## src/rtl/qbert_pkg.sv

```systemverilog
`default_nettype none
// ============================================================================
// Module      : qbert_pkg
// Description : Shared types and constants for the Q*bert jump animator.
//               Contents:
//                 - direction and FSM state encodings
//                 - position_qb field layout
//                 - pyramid size
//                 - neighbour-cube helper function
// Revision    : 1.0 - initial release
// ============================================================================
package qbert_pkg;

    localparam int N_ROWS = 7;

    // position_qb layout: {x, y, row, col, on_pyr}
    localparam int POS_W      = 28;
    localparam int X_W        = 11;
    localparam int Y_W        = 10;
    localparam int ROW_W      = 3;
    localparam int COL_W      = 3;
    localparam int X_LSB      = 17;
    localparam int Y_LSB      = 7;
    localparam int ROW_LSB    = 4;
    localparam int COL_LSB    = 1;
    localparam int ON_PYR_BIT = 0;

    typedef enum logic [1:0] {
        UP_RIGHT   = 2'b00,
        UP_LEFT    = 2'b01,
        DOWN_RIGHT = 2'b10,
        DOWN_LEFT  = 2'b11
    } dir_t;

    typedef enum logic [1:0] {
        IDLE = 2'd0,
        JUMP = 2'd1,
        FALL = 2'd2,
        DEAD = 2'd3
    } jump_state_t;

    typedef struct packed {
        logic             valid;
        logic [ROW_W-1:0] row;
        logic [COL_W-1:0] col;
    } cube_t;

    // Neighbour cube in the given direction. row/col of an invalid target
    // are don't-care; callers must honour the valid flag.
    function automatic cube_t next_cube(input logic [ROW_W-1:0] row,
                                        input logic [COL_W-1:0] col,
                                        input dir_t             dir);
        cube_t t;
        t.valid = 1'b0;
        t.row   = row;
        t.col   = col;
        case (dir)
            UP_RIGHT: begin
                t.valid = (row != 3'd0) && (col != row);
                t.row   = row - 3'd1;
            end
            UP_LEFT: begin
                t.valid = (row != 3'd0) && (col != 3'd0);
                t.row   = row - 3'd1;
                t.col   = col - 3'd1;
            end
            DOWN_RIGHT: begin
                t.valid = (row < 3'(N_ROWS - 1));
                t.row   = row + 3'd1;
                t.col   = col + 3'd1;
            end
            default: begin
                t.valid = (row < 3'(N_ROWS - 1));
                t.row   = row + 3'd1;
            end
        endcase
        return t;
    endfunction

endpackage
`default_nettype wire

```

## src/rtl/qbert_cube2xy.sv

```systemverilog
`default_nettype none
// ============================================================================
// Module      : qbert_cube2xy
// Description : Combinational cube (row, col) -> screen pixel (x, y).
//               x = ox + CUBE_DX*(2*col - row), y = oy + CUBE_DY*row,
//               wrapping modulo the output widths.
// Ports       : i_row, i_col   cube coordinates
//               i_xy_offset    {ox[10:0], oy[9:0]} pixel position of cube (0,0)
//               o_x, o_y       pixel position of the cube
// Revision    : 1.0 - initial release
// ============================================================================
module qbert_cube2xy
    import qbert_pkg::*;
#(
    parameter int CUBE_DX = 32,
    parameter int CUBE_DY = 48
) (
    input  logic [ROW_W-1:0] i_row,
    input  logic [COL_W-1:0] i_col,
    input  logic [20:0]      i_xy_offset,
    output logic [X_W-1:0]   o_x,
    output logic [Y_W-1:0]   o_y
);

    logic [X_W-1:0] w_units;

    // Evaluating directly at output width gives the same result as a wider
    // signed evaluation followed by truncation (modular arithmetic).
    assign w_units = {7'd0, i_col, 1'b0} - {8'd0, i_row};
    assign o_x     = i_xy_offset[20:10] + 11'(CUBE_DX) * w_units;
    assign o_y     = i_xy_offset[9:0] + 10'(CUBE_DY) * {7'd0, i_row};

endmodule
`default_nettype wire

```

## src/rtl/qbert_jump.sv

```systemverilog
`default_nettype none
// ============================================================================
// Module      : qbert_jump
// Description : Q*bert jump animator. Holds the current cube and turns a jump
//               request into a per-frame trajectory (linear x, triangular arc
//               in y). A valid landing snaps to the target cube; a jump off the
//               pyramid turns into a fall until the bottom of the screen.
// Ports       : clk, reset (async, active low)
//               frame_tick   one pulse per video frame
//               jump, dir    jump request/direction (accepted in IDLE only)
//               respawn      leave DEAD back to cube (0,0)
//               xy_offset    {ox, oy} pyramid origin
//               position_qb  {x[10:0], y[9:0], row[2:0], col[2:0], on_pyr}
//               done_move_qb 1 = at rest, position final
//               fell         1 while DEAD
// Revision    : 1.0 - initial release
// ============================================================================
module qbert_jump
    import qbert_pkg::*;
#(
    parameter int JUMP_FRAMES = 16,
    parameter int CUBE_DX     = 32,
    parameter int CUBE_DY     = 48,
    parameter int ARC_STEP    = 2,
    parameter int FALL_STEP   = 4,
    parameter int SCREEN_H    = 480
) (
    input  logic              clk,
    input  logic              reset,
    input  logic              frame_tick,
    input  logic              jump,
    input  logic [1:0]        dir,
    input  logic              respawn,
    input  logic [20:0]       xy_offset,
    output logic [POS_W-1:0]  position_qb,
    output logic              done_move_qb,
    output logic              fell
);

    localparam int c_fw     = $clog2(JUMP_FRAMES + 1);
    localparam int c_step_x = CUBE_DX / JUMP_FRAMES;
    localparam int c_step_y = CUBE_DY / JUMP_FRAMES;

    jump_state_t      r_state, w_state_nxt;
    logic [X_W-1:0]   r_x, w_x_nxt, r_x0, w_x0_nxt;
    logic [Y_W-1:0]   r_y, w_y_nxt, r_y0, w_y0_nxt;
    logic [ROW_W-1:0] r_row, w_row_nxt;
    logic [COL_W-1:0] r_col, w_col_nxt;
    logic             r_on_pyr, w_on_pyr_nxt;
    logic [c_fw-1:0]  r_f, w_f_nxt;
    dir_t             r_dir, w_dir_nxt;
    cube_t            r_tgt, w_tgt_nxt;
    logic             r_done, w_done_nxt;
    logic             r_fell, w_fell_nxt;

    logic [X_W-1:0]   w_cur_x, w_tgt_x, w_dx, w_jx;
    logic [Y_W-1:0]   w_cur_y, w_tgt_y, w_dy, w_lift, w_jy;
    logic [c_fw-1:0]  w_f_inc, w_f_rem, w_f_arc;
    logic             w_left, w_down;
    logic signed [11:0] w_fall_y;

    qbert_cube2xy #(.CUBE_DX(CUBE_DX), .CUBE_DY(CUBE_DY)) u_cur_xy (
        .i_row       (r_row),
        .i_col       (r_col),
        .i_xy_offset (xy_offset),
        .o_x         (w_cur_x),
        .o_y         (w_cur_y)
    );

    qbert_cube2xy #(.CUBE_DX(CUBE_DX), .CUBE_DY(CUBE_DY)) u_tgt_xy (
        .i_row       (r_tgt.row),
        .i_col       (r_tgt.col),
        .i_xy_offset (xy_offset),
        .o_x         (w_tgt_x),
        .o_y         (w_tgt_y)
    );

    // Trajectory for the frame counter value after this tick.
    assign w_f_inc = r_f + c_fw'(1);
    assign w_f_rem = c_fw'(JUMP_FRAMES) - w_f_inc;
    assign w_f_arc = (w_f_inc < w_f_rem) ? w_f_inc : w_f_rem;
    assign w_left  = (r_dir == UP_LEFT) || (r_dir == DOWN_LEFT);
    assign w_down  = (r_dir == DOWN_RIGHT) || (r_dir == DOWN_LEFT);
    assign w_dx    = 11'(c_step_x) * 11'(w_f_inc);
    assign w_dy    = 10'(c_step_y) * 10'(w_f_inc);
    assign w_lift  = 10'(ARC_STEP) * 10'(w_f_arc);
    assign w_jx    = w_left ? (r_x0 - w_dx) : (r_x0 + w_dx);
    assign w_jy    = (w_down ? (r_y0 + w_dy) : (r_y0 - w_dy)) - w_lift;

    // y is treated as signed while falling so a jump off the top row
    // (y just above the screen) still falls visibly down to SCREEN_H.
    assign w_fall_y = $signed({{2{r_y[9]}}, r_y}) + $signed(12'(FALL_STEP));

    always_comb begin
        w_state_nxt  = r_state;
        w_x_nxt      = r_x;
        w_y_nxt      = r_y;
        w_x0_nxt     = r_x0;
        w_y0_nxt     = r_y0;
        w_row_nxt    = r_row;
        w_col_nxt    = r_col;
        w_on_pyr_nxt = r_on_pyr;
        w_f_nxt      = r_f;
        w_dir_nxt    = r_dir;
        w_tgt_nxt    = r_tgt;

        case (r_state)
            IDLE: begin
                w_x_nxt = w_cur_x;
                w_y_nxt = w_cur_y;
                if (jump) begin
                    w_dir_nxt   = dir_t'(dir);
                    w_x0_nxt    = w_cur_x;
                    w_y0_nxt    = w_cur_y;
                    w_tgt_nxt   = next_cube(r_row, r_col, dir_t'(dir));
                    w_f_nxt     = '0;
                    w_state_nxt = JUMP;
                end
            end
            JUMP: begin
                if (frame_tick) begin
                    w_f_nxt = w_f_inc;
                    w_x_nxt = w_jx;
                    w_y_nxt = w_jy;
                    if (w_f_inc == c_fw'(JUMP_FRAMES)) begin
                        if (r_tgt.valid) begin
                            w_row_nxt   = r_tgt.row;
                            w_col_nxt   = r_tgt.col;
                            w_x_nxt     = w_tgt_x;
                            w_y_nxt     = w_tgt_y;
                            w_state_nxt = IDLE;
                        end else begin
                            w_on_pyr_nxt = 1'b0;
                            w_state_nxt  = FALL;
                        end
                    end
                end
            end
            FALL: begin
                if (frame_tick) begin
                    if (w_fall_y >= $signed(12'(SCREEN_H))) begin
                        w_y_nxt     = 10'(SCREEN_H);
                        w_state_nxt = DEAD;
                    end else begin
                        w_y_nxt = w_fall_y[9:0];
                    end
                end
            end
            default: begin
                if (respawn) begin
                    w_row_nxt    = '0;
                    w_col_nxt    = '0;
                    w_on_pyr_nxt = 1'b1;
                    w_x_nxt      = xy_offset[20:10];
                    w_y_nxt      = xy_offset[9:0];
                    w_state_nxt  = IDLE;
                end
            end
        endcase

        // Outputs are registered from the next state so done rises on the
        // same edge that loads the final position.
        w_done_nxt = (w_state_nxt == IDLE) || (w_state_nxt == DEAD);
        w_fell_nxt = (w_state_nxt == DEAD);
    end

    always_ff @(posedge clk or negedge reset) begin
        if (!reset) begin
            r_state  <= IDLE;
            r_x      <= '0;
            r_y      <= '0;
            r_x0     <= '0;
            r_y0     <= '0;
            r_row    <= '0;
            r_col    <= '0;
            r_on_pyr <= 1'b1;
            r_f      <= '0;
            r_dir    <= UP_RIGHT;
            r_tgt    <= '0;
            r_done   <= 1'b1;
            r_fell   <= 1'b0;
        end else begin
            r_state  <= w_state_nxt;
            r_x      <= w_x_nxt;
            r_y      <= w_y_nxt;
            r_x0     <= w_x0_nxt;
            r_y0     <= w_y0_nxt;
            r_row    <= w_row_nxt;
            r_col    <= w_col_nxt;
            r_on_pyr <= w_on_pyr_nxt;
            r_f      <= w_f_nxt;
            r_dir    <= w_dir_nxt;
            r_tgt    <= w_tgt_nxt;
            r_done   <= w_done_nxt;
            r_fell   <= w_fell_nxt;
        end
    end

    assign position_qb  = {r_x, r_y, r_row, r_col, r_on_pyr};
    assign done_move_qb = r_done;
    assign fell         = r_fell;

endmodule
`default_nettype wire

```

## config.mk

```make
export PLATFORM = sky130hd
export DESIGN_NAME = qbert_jump
export DESIGN_NICKNAME = d
export VERILOG_FILES = /design/src/rtl/qbert_pkg.sv /design/src/rtl/qbert_cube2xy.sv /design/src/rtl/qbert_jump.sv
export SDC_FILE = /design/constraint.sdc
export NUM_CORES = 1
export LEC_CHECK = 0
export BUFFER_PORTS_ARGS = -buffer_cell sky130_fd_sc_hd__buf_2
export CORE_UTILIZATION = 42
export CTS_CLUSTER_SIZE = 25
export DETAILED_ROUTE_END_ITERATION = 10
export PLACE_DENSITY = 0.71
export SYNTH_ARGS = -nofsm -noshare
export SYNTH_HDL_FRONTEND = slang
export SYNTH_HIERARCHICAL = 1
export SYNTH_SLANG_ARGS = --single-unit
```

## constraint.sdc

```tcl
create_clock -name clk -period 5.15 [get_ports clk]
set_input_delay 0.2575 -clock clk [delete_from_list [all_inputs] [get_ports clk]]
set_output_delay 0.2575 -clock clk [all_outputs]
set_load 0.03 [all_outputs]
```

Word-level counts from Yosys, hierarchy flattened
Cells that the tools add are included.

Bits in registers: 67. Input bits: 28. Output and inout bits: 30. Word-level logic and storage cells: 120.

Add/subtract/negate cells: 18. Multipliers: 3. $lt $le $gt $ge: 3. Eq/ne operators: 16. Muxes and demuxes: 42. Bitwise operators: 2. Reduce and logical (&&, ||, !) cells: 21.

Operators by type and width (number): 2-to-1 mux 10 bit (7); 2-to-1 mux 11 bit (5); case mux 11 bit (3 select lines) (1); case mux 10 bit (3 select lines) (1); adder 11 bit (2); 2-to-1 mux 3 bit (7); adder 10 x 9 -> 10 bit (2); case mux 3 bit (2 select lines) (3); 2-to-1 mux 5 bit (3); 2-to-1 mux 2 bit (7); != test 2 bit, second input constant (6); adder 10 x 4 -> 11 bit, second input constant (1); adder 11 x 6 -> 11 bit (1); greater-or-equal comparator 11 x 10 -> 1 bit, second input constant (1); subtractor 11 x 6 -> 11 bit (1); adder 10 x 7 -> 10 bit (1); == test 2 bit, second input constant (5); multiplier 2 x 3 -> 5 bit, first input constant (2); case mux 5 bit (2 select lines) (1); AND reduction 5 bit (2); subtractor 10 x 6 -> 10 bit (1); subtractor 10 x 7 -> 10 bit (1); subtractor 4 x 3 -> 5 bit (2); AND reduction 3 bit (3); 23 further kinds (39).

Logic depth before layout (Yosys ltp)
Gate-level depths: netlist of the first run.

Depth after elaboration: 9. Depth in mapped cells: 22. Gate-level depth less buffers: 21.

By module
Netlist of the first run, hierarchy kept.

By module, submodules not included: qbert_jump (instances 1, cells each 655, area an instance 5327.6 um^2, seq. area each 1679.1 um^2); qbert_cube2xy (instances 2, cells each 68, area an instance 623.1 um^2, seq. area each 0.0 um^2).

Worst setup path before layout of the first run
No wires, ideal clock.

Path kind: reg-to-reg. Start point: register r_f[0]. End point: register r_y[9]. Library setup time: 0.136 ns. Data arrival time: 4.608 ns. Required time: 5.014 ns. Slack: 0.406 ns. Cell stages (with the launch flop): 23. Buffers on the path: 1. Clock period less this slack: 4.744 ns. Path through: dfrtp_1 buf_1 inv_1 ha_1 ha_1 nand2_1 ha_1 xor3_1 o21a_1 nand2_1 a21oi_1 a221o_1 and2_1 xnor2_1 fa_1 a21o_1 a21oi_1 nor2b_1 nor2_1 and4_4 nor4_1 a2111oi_0 nand2_1.

Cells in the longest elaborated chain, start to end: 9. Elaborated cells on any way between the ends: 14. Classes of those cells: add/sub (5); mul (1); order compare (1); eq/ne (1); mux (6).

RTL lines: start: declaration (line qbert_jump.sv:50) `logic [c_fw-1:0] r_f, w_f_nxt;`; start signal: assignment (line qbert_jump.sv:191) `r_f <= w_f_nxt;`; adder 5 x 1 -> 5 bit (*) (line qbert_jump.sv:79) `assign w_f_inc = r_f + c_fw'(1);`; multiplier 2 x 5 -> 7 bit or subtractor 5 bit (tied branches) (line qbert_jump.sv:85, qbert_jump.sv:80); subtractor 10 x 7 -> 10 bit (tied with other cells) (line qbert_jump.sv:88) `assign w_jy = (w_down ? (r_y0 + w_dy) : (r_y0 - w_dy)) - w_lift;`; 2-to-1 mux 10 bit or 2-to-1 mux 5 bit (tied branches) (line qbert_jump.sv:88, qbert_jump.sv:81); subtractor 10 x 6 -> 10 bit (line qbert_jump.sv:88); 2-to-1 mux 10 bit (line qbert_jump.sv:126) `if (r_tgt.valid) begin`; 2-to-1 mux 10 bit (*) (line qbert_jump.sv:125) `if (w_f_inc == c_fw'(JUMP_FRAMES)) begin`; 2-to-1 mux 10 bit (*) (line qbert_jump.sv:121) `if (frame_tick) begin`; case mux 10 bit (3 select lines) (*) (line qbert_jump.sv:107) `case (r_state)`; end signal: assignment (line qbert_jump.sv:185) `r_y <= w_y_nxt;`; end: declaration (line qbert_jump.sv:46) `logic [Y_W-1:0] r_y, w_y_nxt, r_y0, w_y0_nxt;`.

Every way passes the cells marked *; elsewhere a longest branch is shown, timed or not. The select of a mux whose other input is x is not followed. A chain may end at the register's enable or synchronous reset.

Worst setup path in the final report of the first run
Same ends and word-level chain as after synthesis.

==> results.toml, run 1 <==
[layout]
final_cell_mix = "nand2_1, ha_1, dfrtp_1"
syn_to_final_growth_pct = 10.5
layout-drive-gt1-share_pct = 13.7
diodes = 0
nNetsFinal = 935
final_common_cell = "nand2_1"
final_area_um2 = 7260

[timing]
maxSlewHeadroom_pct = 36.2
fin_setup_tns_ps = 0
finalCriticalPeriod_ps = 4800
hold_violations = 0
fmaxAchievable_mhz = 208
period_share_pct = 93.2
tightestPinTransition_ps = 954
rsz0062_at_grt = "false"
clock_skew_ps = 7.79
fin_hold_ws_ps = 31.5
slew_violations = 0
setup_viol = 0

[synth]
synth-edff-count = 0
ys_warn_count = 6
netlist_area_um2 = 6570
ys.flop_type = "dfrtp_1"
synth_top_area_share_pct = 24.7
synthArstFlopShare_pct = 100
synth_fp_nets = 905
syn_area_per_cell_um2 = 8.31
syn_inst = 791
ys_types = 72
synth_top_area_cell = "dfrtp_1"
synth.ff_latch_count = 67
ys_seq_area_share_pct = 25.5
synth.area.top_cells = "dfrtp_1, ha_1, nand2_1"

[grt]
grt_usage_pct = 21.7
grt_remaining_overflow = 0
grt_pass1_wl_um = 27700
grt_max_degree = 68
grt_pass1_vias = 5540
antenna_found_initial = 0

[critical_path]
crit_required_ps = 5370
crit_slowest_cell = "fa_1"
worst_setup_path_end_kind = "flip-flop"
slowest_delay_ps = 450
crit_chain = "inv_1, ha_1, ha_1, nand2_1, ha_1, xor3_1, o21a_1, nand2_1, a21oi_1, a221o_1, and2_1, xnor2_1, fa_1, a21o_1, a21oi_1, nor2b_1, nor2_1, and4_4, nor4_1, a2111oi_0, nand2_1"
cp-start-kind = "flip-flop"
worstSetupPathType = "flip-flop to flip-flop"
critPathMaxFanout = 6
worstPathArrival_ps = 5020

[placed_design]
hpwl_um = 12300
gp_congestion = 0.910
dpl-instance-area_um2 = 6940
port_buffers = 57

[cts]
clkSinkCount = 67
cts_tree = "built"
cts_resized = 0
post-cts-setup-buffers = 0
htree_levels = 3
clk_latency_ps = 350
clk_pin_slew_worst_paths_ps = 60
cts_buffers = 9
ctsLongestPathBuffers = 2
cts_root_buf = "clkbuf_16"
cts-hold-fix-buffers = 0

[routing]
vias = 5615
routedWlPerCell_um = 15.8
first_pass_iters = 5
wirelength_um = 16400
viasPerCell = 5.41
drc_errors = 0
ant_nets = 0
dr.first_iter.drc_count = 350

[floorplanning]
num_rows = 45
io_pins = 58
fp.dieH_um = 127
dieArea_um2 = 16200
fp.dieW_um = 127
core_region_area_um2 = 15300
start_util_pct = 43.1

[job]
maxCapViolCount = 0

[hold_path]
min_path_type = "input pin to asynchronous set/reset pin"

[status]
outcome = "finished clean"
## synthesized netlist by cell type, types with 3 or more instances
| library cell | count |
|---|---|
| and2_1 | 6 |
| xor2_2 | 3 |
| nor3_1 | 7 |
| and3_1 | 4 |
| nand2b_1 | 12 |
| o21a_1 | 6 |
| buf_1 | 7 |
| fa_1 | 13 |
| a31oi_1 | 12 |
| or3_1 | 7 |
| inv_1 | 41 |
| a21oi_1 | 57 |
| nor2b_1 | 8 |
| clkbuf_1 | 18 |
| o31ai_1 | 3 |
| nor2_1 | 45 |
| o21bai_1 | 3 |
| ha_1 | 73 |
| a21o_1 | 16 |
| xnor2_1 | 41 |
| mux2i_1 | 5 |
| nand3_1 | 11 |
| a22oi_1 | 6 |
| buf_4 | 20 |
| o21ai_0 | 56 |
| dfrtp_1 | 65 |
| nand2_1 | 147 |
| a211oi_1 | 4 |
| o211ai_1 | 5 |
| mux2_2 | 4 |
| xor2_1 | 22 |
| a311oi_1 | 4 |
| a31o_2 | 3 |
| nor3b_1 | 4 |
## per-layer routing
| layer | global-route usage (%) | up-vias | wire (um) |
|---|---|---|---|
| met4 | 7.63 | 0 | 256 |
| li1 | - | 2775 | - |
| met5 | 0 | - | 0 |
| met2 | 36.2 | 140 | 7770 |
| met3 | 3.60 | 18 | 871 |
| met1 | 28.5 | 2682 | 7460 |
## flip-flops by register name, summed over array words and instances (netlist names)
name and count:
r_row 3, r_y0 10, fell 1, r_dir 2
done_move_qb 1, r_f 5, r_on_pyr 1, r_col 3
r_x 11, r_tgt 7, r_y 10, r_x0 11
r_state 2
## logic make-up after synthesis
family          after synthesis  synth area share (%)
xor+xnor                     69                  10.2
compound gates              205                  20.0
mux                           9                  1.45
simple gates                268                  18.9
flops                        67                  25.5
fa+ha+maj                    86                  17.9
buf+inv                      87                  6.13
## metrics by stage
step | instances | utilization, % | worst slack (ps)
after global placement | 1021 | 45.5 | 531
after global routing | 1037 | 47.6 | 29.2
after detailed placement | 1021 | 45.5 | 379
final | 1037 | 47.6 | 348
after floorplan | 791 | - | 406
after CTS | 1037 | 47.6 | 370
## final timing paths
kind                                      from  slack [ps]  cells after the start                  end
max                         r_f[0]$_DFFE_PN0P_         350                     21   r_y[9]$_DFFE_PN0P_
min                                      reset          30                      1   r_y[3]$_DFFE_PN0P_
max reg2reg                 r_f[0]$_DFFE_PN0P_         350                     21   r_y[9]$_DFFE_PN0P_
min reg2reg                r_x0[0]$_DFFE_PN0P_         470                      2  r_x0[0]$_DFFE_PN0P_
max in group asynchronous                reset        4530                      1   r_x[4]$_DFFE_PN0P_
min in group clk                 xy_offset[14]         150                      3  r_x0[4]$_DFFE_PN0P_
## worst max-delay path: cells and delay by family, from the launching register on
kind,cells,cell delay (ps)
and+or+nand+nor,8,910
adders and majority gates,4,1430
xor gates and xnor gates,2,550
buffers and inverters,1,130
DFF,1,390
AOI/OAI and AO/OA,6,1280
## final cells by class
type / instances / area, um2
multi-input combinational: 637 / 4490
clock inverter: 7 / 100
inverter: 41 / 154
fill: 1529 / 8000
clock buffer: 9 / 225
timing repair buffer: 65 / 348
tap: 211 / 264
sequential: 67 / 1680
Power of run 1 is not shown: default switching activity piles up to over one toggle a cycle in this logic, so the estimate is an artifact.
==> run 2, diff against run 1 <==
--- a/config.mk
+++ b/config.mk
@@ -12,5 +12,4 @@
 export PLACE_DENSITY = 0.71
 export SYNTH_ARGS = -nofsm -noshare
 export SYNTH_HDL_FRONTEND = slang
-export SYNTH_HIERARCHICAL = 1
 export SYNTH_SLANG_ARGS = --single-unit
==> constraint.sdc (replaced) <==
create_clock -name clk -period 5.1 [get_ports clk]
set_input_delay 0.255 -clock clk [delete_from_list [all_inputs] [get_ports clk]]
set_output_delay 0.255 -clock clk [all_outputs]
set_load 0.03 [all_outputs]
==> results.toml, run 2 <==
[critical_path]
cp-start-kind = "flip-flop"
worstReg2RegStart = "r_f[0]$_DFFE_PN0P_"
crit_slowest_cell = "dfrtp_2"
critPathMaxFanout = 11
crit_required_ps = 5350
crit_chain = "ha_2, xnor2_2, clkinv_1, ha_1, a311o_1, a21oi_1, nor2_1, nor3_2, xnor2_1, ha_1, and3_1, a221o_1, xor2_1, or3_1, nor3_1, xnor2_1, xnor3_1, o31ai_2"
worst_setup_path_end_kind = "flip-flop"
worstPathArrival_ps = 4940
worstSetupPathType = "flip-flop to flip-flop"
slowest_delay_ps = 490
worstSetupStartpoint = "r_f[0]$_DFFE_PN0P_"

[cts]
clkSinkCount = 67
clk_pin_slew_worst_paths_ps = 60
cts_buffers = 9
post-cts-setup-buffers = 0
cts-hold-fix-buffers = 0
cts_resized = 0
htree_levels = 3
cts_root_buf = "clkbuf_16"
ctsLongestPathBuffers = 2
cts_tree = "built"
clk_latency_ps = 340

[placed_design]
post-place-ws_ps = 333
port_buffers = 57
dp.cells = 936
gp_congestion = 0.899
hpwl_um = 11800

[routing]
first_pass_iters = 5
drc_errors = 0
ant_nets = 0
dr.first_iter.drc_count = 333
wirelength_um = 15700
vias = 5293
routedWlPerCell_um = 16.5
viasPerCell = 5.56

[synth]
ys_seq_area_share_pct = 27.2
syn_area_per_cell_um2 = 8.59
syn_inst = 719
synthTopCellsByCount = "nand2_1, ha_1, dfrtp_1, nor2_1, inv_1"
synth.ff_latch_count = 67
synth-edff-count = 0
netlist_area_um2 = 6170
synth_top_area_share_pct = 26.3
synth_top_area_cell = "dfrtp_1"
synthArstFlopShare_pct = 100
ys_warn_count = 0
synth.area.top_cells = "dfrtp_1, ha_1, xnor2_1"
yosysMostFrequentCell = "nand2_1"
ys.flop_type = "dfrtp_1"
synth_fp_nets = 830
ys_types = 69

[timing]
slew_violations = 0
finalCriticalPeriod_ps = 4690
maxSlewHeadroom_pct = 41.6
period_share_pct = 92.0
rsz0062_at_grt = "false"
tightestPinTransition_ps = 876
setup_viol = 0
hold_violations = 0
fin_setup_tns_ps = 0
clock_skew_ps = 8.25
fmaxAchievable_mhz = 213
fin_ws_ps = 410

[power]
irDropWorstVdd_v = 0.000410
p_switching_uw = 2590
intPower_uw = 2860
p_per_area_nw_per_um2 = 790
combPwrFrac_pct = 74.2
seqPwrFrac_pct = 15.5
swShare_pct = 47.5
power_frac_clock_pct = 10.3
p_leak_uw = 0.00344
finalPower_uw = 5450

[layout]
nNetsFinal = 878
diodes = 0
layout-drive-gt1-share_pct = 14.5
fin_cells = 952
final_cell_mix = "nand2_1, ha_1, dfrtp_1"
final_common_cell = "nand2_1"
multiInputGateArea_um2 = 4170
reg.largest.list = "r_x0 (11), r_x (11)"
n_fill_cell = 1401
syn_to_final_growth_pct = 11.8
ff_latch_area_um2 = 1680

[status]
outcome = "finished clean"

[floorplanning]
core_region_area_um2 = 14100
fp.dieW_um = 123
dieArea_um2 = 15200
io_pins = 58
start_util_pct = 43.8
fp.dieH_um = 123
num_rows = 43

[grt]
grt_pass1_vias = 5315
grt_pass1_wl_um = 26300
grt_remaining_overflow = 0
antenna_found_initial = 0
grt_usage_pct = 22.7
grt_max_degree = 68

[hold_path]
min_path_type = "input pin to asynchronous set/reset pin"

[job]
maxCapViolCount = 0
-- run 2: cell count changes in the layout (fill, tap and decap cells not counted), moves of 5 or more --
cell / change
a21o_1: +8
a21oi_1: -6
a22o_1: +5
ha_1: -5
inv_1: +12
mux2_2: +11
nand2_1: -70
nand2b_1: -8
nor2_1: +9
nor3_1: +8
o21a_1: -5
o21ai_0: -7
or3_1: -5
-- run 2: through the flow --
step / area [um2] / utilization (%) / hold slack, ps
floorplan: 6170 / - / -40.6
global placement: 6640 / 47.1 / 461
detailed placement: 6640 / 47.1 / 470
CTS: 6890 / 48.9 / 152
global route: 6900 / 49.0 / 166
finish: 6900 / 49.0 / 113
-- run 2: power groups by stage --
stage | Combinational [uW] | Sequential, uW | Clock (uW)
6_report | 4050 | 845 | 560
5_1_grt | 4560 | 870 | 598
4_1_cts | 4040 | 843 | 575
3_5_place_dp | 4000 | 851 | 0
3_3_place_gp | 3960 | 849 | 0
2_1_floorplan | 3050 | 962 | 0
-- run 2: cell type report --
type,instances,area share (%)
Multi-Input combinational cell,566,60.4
Clock inverter,3,0.217
Inverter,56,3.04
Clock buffer,13,3.48
Timing Repair Buffer,67,5.22
Tap cell,180,3.26
Sequential cell,67,24.3
-- run 2: metal layers --
layer / wire [um] / track usage (%) / up-vias
li1: - / - / 2595
met4: 530 / 10.8 / 0
met1: 7160 / 29.3 / 2523
met5: 0 / 0 / -
met2: 7380 / 37.4 / 139
met3: 598 / 3.14 / 36
-- run 2: cells by family (layout without fill, tap and decap cells) --
kind of cell	count (synthesis)	after routing	share of synthesized area, %
AND/OR/NAND/NOR	196	196	14.5
multiplexers	18	18	3.43
adder cells (fa/ha/maj)	83	83	18.4
flip-flops	67	67	27.2
AO/OA/AOI/OAI	196	196	20.2
buffers and inverters	86	139	5.49
XOR/XNOR	73	73	10.8
-- run 2: worst max-delay path: cells and delay by family (launching register included) --
family                     cells  cell delay (ps)
AOI/OAI and AO/OA              4              950
xor gates and xnor gates       5             1010
adders and majority gates      3              860
buffers and inverters          1              170
DFF                            1              490
and+or+nand+nor                5             1130
-- run 2: path summary, 6_finish.rpt --
check / to / cells past startpoint / slack [ps]
max: r_y[9]$_DFFE_PN0P_ / 18 / 410
min: r_x0[2]$_DFFE_PN0P_ / 2 / 110
max reg2reg: r_y[9]$_DFFE_PN0P_ / 18 / 410
min reg2reg: r_x[6]$_DFFE_PN0P_ / 2 / 480
max in group asynchronous: r_f[0]$_DFFE_PN0P_ / 2 / 4390
min in group clk: r_y0[0]$_DFFE_PN0P_ / 2 / 170
Power figures use the tool's default switching activity.
